File: src/rtl/branch_predictor.sv
// Direct-mapped BTB with saturating direction counters: combinational fetch lookup,
// decode-stage training, and a registered one-cycle redirect on mispredict.
module branch_predictor #(
    parameter int unsigned ADDR_WIDTH  = 32,
    parameter int unsigned BTB_ENTRIES = 16,
    parameter int unsigned CNT_WIDTH   = 2
) (
    input  logic                  clk_i,
    input  logic                  rst_ni,
    input  logic                  lookup_valid_i,
    input  logic [ADDR_WIDTH-1:0] lookup_pc_i,
    output logic                  pred_taken_o,
    output logic [ADDR_WIDTH-1:0] pred_target_o,
    input  logic                  upd_valid_i,
    input  logic [ADDR_WIDTH-1:0] upd_pc_i,
    input  logic                  upd_is_branch_i,
    input  logic                  upd_taken_i,
    input  logic [ADDR_WIDTH-1:0] upd_target_i,
    input  logic                  upd_pred_taken_i,
    input  logic [ADDR_WIDTH-1:0] upd_pred_target_i,
    output logic                  flush_o,
    output logic [ADDR_WIDTH-1:0] flush_addr_o
);

    localparam int unsigned IDX_W = $clog2(BTB_ENTRIES);
    localparam int unsigned TAG_W = ADDR_WIDTH - IDX_W - 2;

    localparam logic [CNT_WIDTH-1:0] CntMax    = '1;
    localparam logic [CNT_WIDTH-1:0] CntWeakT  = CNT_WIDTH'(1) << (CNT_WIDTH - 1);
    localparam logic [CNT_WIDTH-1:0] CntWeakNt = CntWeakT - CNT_WIDTH'(1);

    logic                  valid_q [BTB_ENTRIES];
    logic [TAG_W-1:0]      tag_q   [BTB_ENTRIES];
    logic [ADDR_WIDTH-1:0] tgt_q   [BTB_ENTRIES];
    logic [CNT_WIDTH-1:0]  cnt_q   [BTB_ENTRIES];

    logic [IDX_W-1:0]      lk_idx, up_idx;
    logic [TAG_W-1:0]      lk_tag, up_tag;
    logic                  lk_hit, up_hit;

    logic                  wr_en, wr_valid;
    logic [TAG_W-1:0]      wr_tag;
    logic [ADDR_WIDTH-1:0] wr_tgt;
    logic [CNT_WIDTH-1:0]  wr_cnt;

    logic [ADDR_WIDTH-1:0] upd_seq, actual_pc, predicted_pc;
    logic                  flush_d, flush_q;
    logic [ADDR_WIDTH-1:0] flush_addr_d, flush_addr_q;

    assign lk_idx = lookup_pc_i[IDX_W+1:2];
    assign lk_tag = lookup_pc_i[ADDR_WIDTH-1:IDX_W+2];
    assign up_idx = upd_pc_i[IDX_W+1:2];
    assign up_tag = upd_pc_i[ADDR_WIDTH-1:IDX_W+2];

    assign lk_hit = valid_q[lk_idx] && (tag_q[lk_idx] == lk_tag);
    assign up_hit = valid_q[up_idx] && (tag_q[up_idx] == up_tag);

    // Lookup reads the registered array only; an update in the same cycle is not bypassed.
    assign pred_taken_o  = lookup_valid_i & lk_hit & cnt_q[lk_idx][CNT_WIDTH-1];
    assign pred_target_o = pred_taken_o ? tgt_q[lk_idx] : lookup_pc_i + ADDR_WIDTH'(4);

    always_comb begin
        wr_en    = 1'b0;
        wr_valid = valid_q[up_idx];
        wr_tag   = tag_q[up_idx];
        wr_tgt   = tgt_q[up_idx];
        wr_cnt   = cnt_q[up_idx];
        if (upd_valid_i) begin
            if (upd_is_branch_i) begin
                if (up_hit) begin
                    wr_en = 1'b1;
                    if (upd_taken_i) begin
                        wr_tgt = upd_target_i;
                        if (cnt_q[up_idx] != CntMax) wr_cnt = cnt_q[up_idx] + CNT_WIDTH'(1);
                    end else if (cnt_q[up_idx] != '0) begin
                        wr_cnt = cnt_q[up_idx] - CNT_WIDTH'(1);
                    end
                end else if (upd_taken_i) begin
                    wr_en    = 1'b1;
                    wr_valid = 1'b1;
                    wr_tag   = up_tag;
                    wr_tgt   = upd_target_i;
                    wr_cnt   = CntWeakT;
                end
            end else if (up_hit) begin
                // Non-branch hitting an entry means a stale alias; drop it.
                wr_en    = 1'b1;
                wr_valid = 1'b0;
            end
        end
    end

    always_comb begin
        upd_seq      = upd_pc_i + ADDR_WIDTH'(4);
        actual_pc    = upd_taken_i ? upd_target_i : upd_seq;
        predicted_pc = upd_pred_taken_i ? upd_pred_target_i : upd_seq;
        flush_d      = 1'b0;
        flush_addr_d = flush_addr_q;
        if (upd_valid_i) begin
            if (upd_is_branch_i) begin
                if (actual_pc != predicted_pc) begin
                    flush_d      = 1'b1;
                    flush_addr_d = actual_pc;
                end
            end else if (upd_pred_taken_i) begin
                flush_d      = 1'b1;
                flush_addr_d = upd_seq;
            end
        end
    end

    always_ff @(posedge clk_i or negedge rst_ni) begin
        if (!rst_ni) begin
            for (int unsigned i = 0; i < BTB_ENTRIES; i++) begin
                valid_q[i] <= 1'b0;
                tag_q[i]   <= '0;
                tgt_q[i]   <= '0;
                cnt_q[i]   <= CntWeakNt;
            end
        end else if (wr_en) begin
            valid_q[up_idx] <= wr_valid;
            tag_q[up_idx]   <= wr_tag;
            tgt_q[up_idx]   <= wr_tgt;
            cnt_q[up_idx]   <= wr_cnt;
        end
    end

    always_ff @(posedge clk_i or negedge rst_ni) begin
        if (!rst_ni) begin
            flush_q      <= 1'b0;
            flush_addr_q <= '0;
        end else begin
            flush_q      <= flush_d;
            flush_addr_q <= flush_addr_d;
        end
    end

    assign flush_o      = flush_q;
    assign flush_addr_o = flush_addr_q;

endmodule

File: config.mk
export PLATFORM = sky130hd
export DESIGN_NAME = branch_predictor
export DESIGN_NICKNAME = d
export VERILOG_FILES = /design/src/rtl/branch_predictor.sv
export SDC_FILE = /design/constraint.sdc
export NUM_CORES = 2
export LEC_CHECK = 0
export CAP_MARGIN = 5
export CELL_PAD_IN_SITES_DETAIL_PLACEMENT = 1
export CELL_PAD_IN_SITES_GLOBAL_PLACEMENT = 1
export CORE_UTILIZATION = 45
export CTS_BUF_LIST = sky130_fd_sc_hd__clkbuf_4
export DETAILED_ROUTE_END_ITERATION = 7
export GPL_TIMING_DRIVEN = 0
export PLACE_DENSITY = 0.75
export SETUP_SLACK_MARGIN = 0.05
export SYNTH_ARGS = -nofsm -noshare
export SYNTH_HDL_FRONTEND = slang
export SYNTH_SLANG_ARGS = --single-unit
File: constraint.sdc
create_clock -name clk_i -period 5.76 [get_ports clk_i]
set_input_delay 0.864 -clock clk_i [delete_from_list [all_inputs] [get_ports clk_i]]
set_output_delay 0.864 -clock clk_i [all_outputs]
set_load 0.005 [all_outputs]
==> results_dict.tcl <==
set metrics [dict create \
    p_clk_frac 0.389 \
    ys_ff_latch 1009 \
    clkLatencyLatePin_ps 1320 \
    synthCells 3948 \
    wirelength_mm 235 \
    track_usage 0.361 \
    yosys.area.top_type "dfrtp_1" \
    nNetsFinal 4620 \
    cts_tree "yes" \
    critPathMaxFanout 11 \
    violations "negative setup slack" \
    fmax_mhz 167 \
    p_sw_mw 5.18 \
    synth_most_common_cell "mux2_2" \
    cp.arrival_ps 7090 \
    grt_overflow 0 \
    dieArea_um2 131000 \
    clock_path_buffers 4 \
    maxCapViolCount 0 \
    seq_area_frac_synth 0.434 \
    yosysWarnings 0 \
    switching_share 0.297 \
    setup_slack_ps -246 \
    placed_area_um2 62500 \
    ios 201 \
    crit_required_ps 6850 \
    timing.final.crit_period_ps 6010 \
    core_um2 128000 \
    seqPwrFrac 0.449 \
    syn-cell-area_um2 58300 \
    slew_headroom 0.0262 \
    grt_antenna_before_repair 13 \
    ant_nets 0 \
    first_iter_violations 4833 \
    ctsRootBufferMaster "clkbuf_4" \
    numPortBuffers 170 \
    synth_edf_count 0 \
    timing_hold_violations_final 0 \
    die_y_um 362 \
    grt_pass1_vias 44900 \
    grt_pass1_wl_mm 335 \
    intPower_mw 12.3 \
    setup_viol 352 \
    gp_congestion 0.984 \
    slew_viol_final 0 \
    synth_top_area_share 0.426 \
    chipWidth_um 362 \
    wl_per_cell_um 36.7 \
    hpwlAfterDp_mm 163 \
    p_per_area_nw_per_um2 260 \
    viasPerCell 6.72 \
    synth_nets 4088 \
    crit_path_end_kind "flip-flop" \
    holdCritPathClass "in2async" \
    initial_utilization 0.455 \
    drc_errors 0 \
    netlist-cell-type-count 91 \
    ys_top_cells_by_count "mux2_2 (1015), dfrtp_1 (993), mux4_2 (524)" \
    min_period_over_period 1.04 \
    crit_path_start_kind "input port" \
    drive_gt1_frac 0.518 \
    status "complete, but fails checks" \
    comb_power_share 0.162 \
    ir_worst_vdd_mv 0.193 \
    leakagePower_nw 30.0 \
    detailedPlace.worstSlack_ps -3490 \
    fin_area_um2 67100 \
    area_delta_synth_final_pct 15.1 \
    rows 131 \
    cts.sinks 1009 \
    finClkSkew_ps 121 \
    vias 43000 \
    rsz0062_at_grt "yes" \
    syn_area_per_cell_um2 14.8 \
    async_flop_share 1.00 \
    synth_area_leaders "dfrtp_1 (43%), mux4_2 (20%), mux2_2 (20%)" \
    path_class "in2reg" \
    drt_pass1_iterations 6 \
    total_power_mw 17.4 \
    clkTransAtPathRegs_ps 70 \
    worst-slew-pin-transition_ps 1450 \
    synthFlopType "dfrtp_1" \
    htree_levels 5 \
    grt_max_degree 164 \
    cts_buffers 297 \
]
-- kinds of logic after synthesis --
group,count (synthesis),share of synthesized area
AO/OA/AOI/OAI,210,0.0257
XOR/XNOR,180,0.0280
adder cells (fa/ha/maj),6,0.00125
buffers and inverters,406,0.0329
flip-flops,1009,0.434
multiplexers,1761,0.443
AND/OR/NAND/NOR,376,0.0358
-- routing by layer --
layer,track usage,wire (um),share of wire,vias to the layer above
met4,0.205,14000,0.060,6
met2,0.511,101000,0.43,2999
met1,0.481,91000,0.39,22900
met3,0.127,28500,0.12,704
met5,0,39,0.00017,-
li1,-,-,-,16400
-- placed cells by master (no fill, tap or decap), drive strengths merged, types with 16 or more instances in the layout --
cell type	n
mux4	524
nor2	77
inv	26
nand4	25
o22ai	16
mux2	1120
nor3	28
o21ai	27
dlygate4sd2	25
nand3	45
and3	17
nand2	94
buf	261
a22oi	36
clkbuf	600
xor2	54
clkdlybuf4s50	137
clkinv	49
xnor2	122
a21oi	42
dfrtp	993
mux2i	117
nor4	25
dfstp	16
-- worst paths after layout --
path                                  startpoint          endpoint  slack, ps  cells after the start
worst max-delay path                 upd_pc_i[3]        tag_q[271]       -250                     16
worst min-delay path                      rst_ni        tgt_q[401]        210                      2
worst max register to register         tag_q[57]        tag_q[271]        590                     14
worst min register to register  flush_addr_o[22]  flush_addr_o[22]        490                      1
max in group asynchronous                 rst_ni         tag_q[94]       3240                      5
min in group clk_i                  upd_pc_i[16]  flush_addr_o[16]        250                      4
-- power by group through the flow --
| stage | clock (mW) | combinational [mW] | sequential, mW |
|---|---|---|---|
| 6_report | 6.79 | 2.82 | 7.83 |
| 3_5_place_dp | 0 | 2.70 | 7.94 |
| 2_1_floorplan | 0 | 1.58 | 7.82 |
| 3_3_place_gp | 0 | 2.61 | 7.94 |
| 5_1_grt | 7.18 | 2.92 | 7.86 |
| 4_1_cts | 6.83 | 2.73 | 7.81 |
-- final cells by class --
cell class | instances | area (um^2)
buffer | 379 | 2160
inverter | 25 | 93.8
clock inverter | 54 | 314
clock buffer | 421 | 3160
antenna | 11 | 27.5
tap | 1729 | 2160
timing repair buffer | 235 | 2540
multi-input combinational | 2533 | 31400
sequential | 1009 | 25300
fill | 12600 | 60900
-- critical path, cell delays in order --
cell and delay (ps):
clkdlybuf4s50_1 720, buf_2 340, buf_4 250, inv_2 410, clkbuf_4 440, buf_2 490
o2111ai_1 330, nor4_2 520, nand4_2 360, and2_4 290, buf_6 150, buf_8 170
nor3_2 630, buf_8 240, buf_2 410, mux2_2 390
-- state kept, by name (all words and copies together) (netlist names) --
register	flops
flush_addr_o	32
tag_q	416
valid_q	16
flush_o	1
cnt_q	32
tgt_q	512
-- stage by stage --
step                instances  TNS (ps)   util  hold WS, ps
finish                   6396    -27970  0.524          210
global route             6389     -18.6  0.524          243
CTS                      6372     -2.37  0.522          130
detailed placement       5864  -2012320  0.488          482
global placement         5847         -  0.485          475
floorplan                3948         0      -          470
-- repair_timing --
item	4_1_cts	5_1_grt
resized for setup	272	39
hold buffers	1	0
setup buffers	31	11
gates cloned	2	0
endpoints found under the setup margin	1008	424
endpoints found under the hold margin	124	0
pin swaps	13	9
Note: power is estimated with default switching activity, not from simulation.
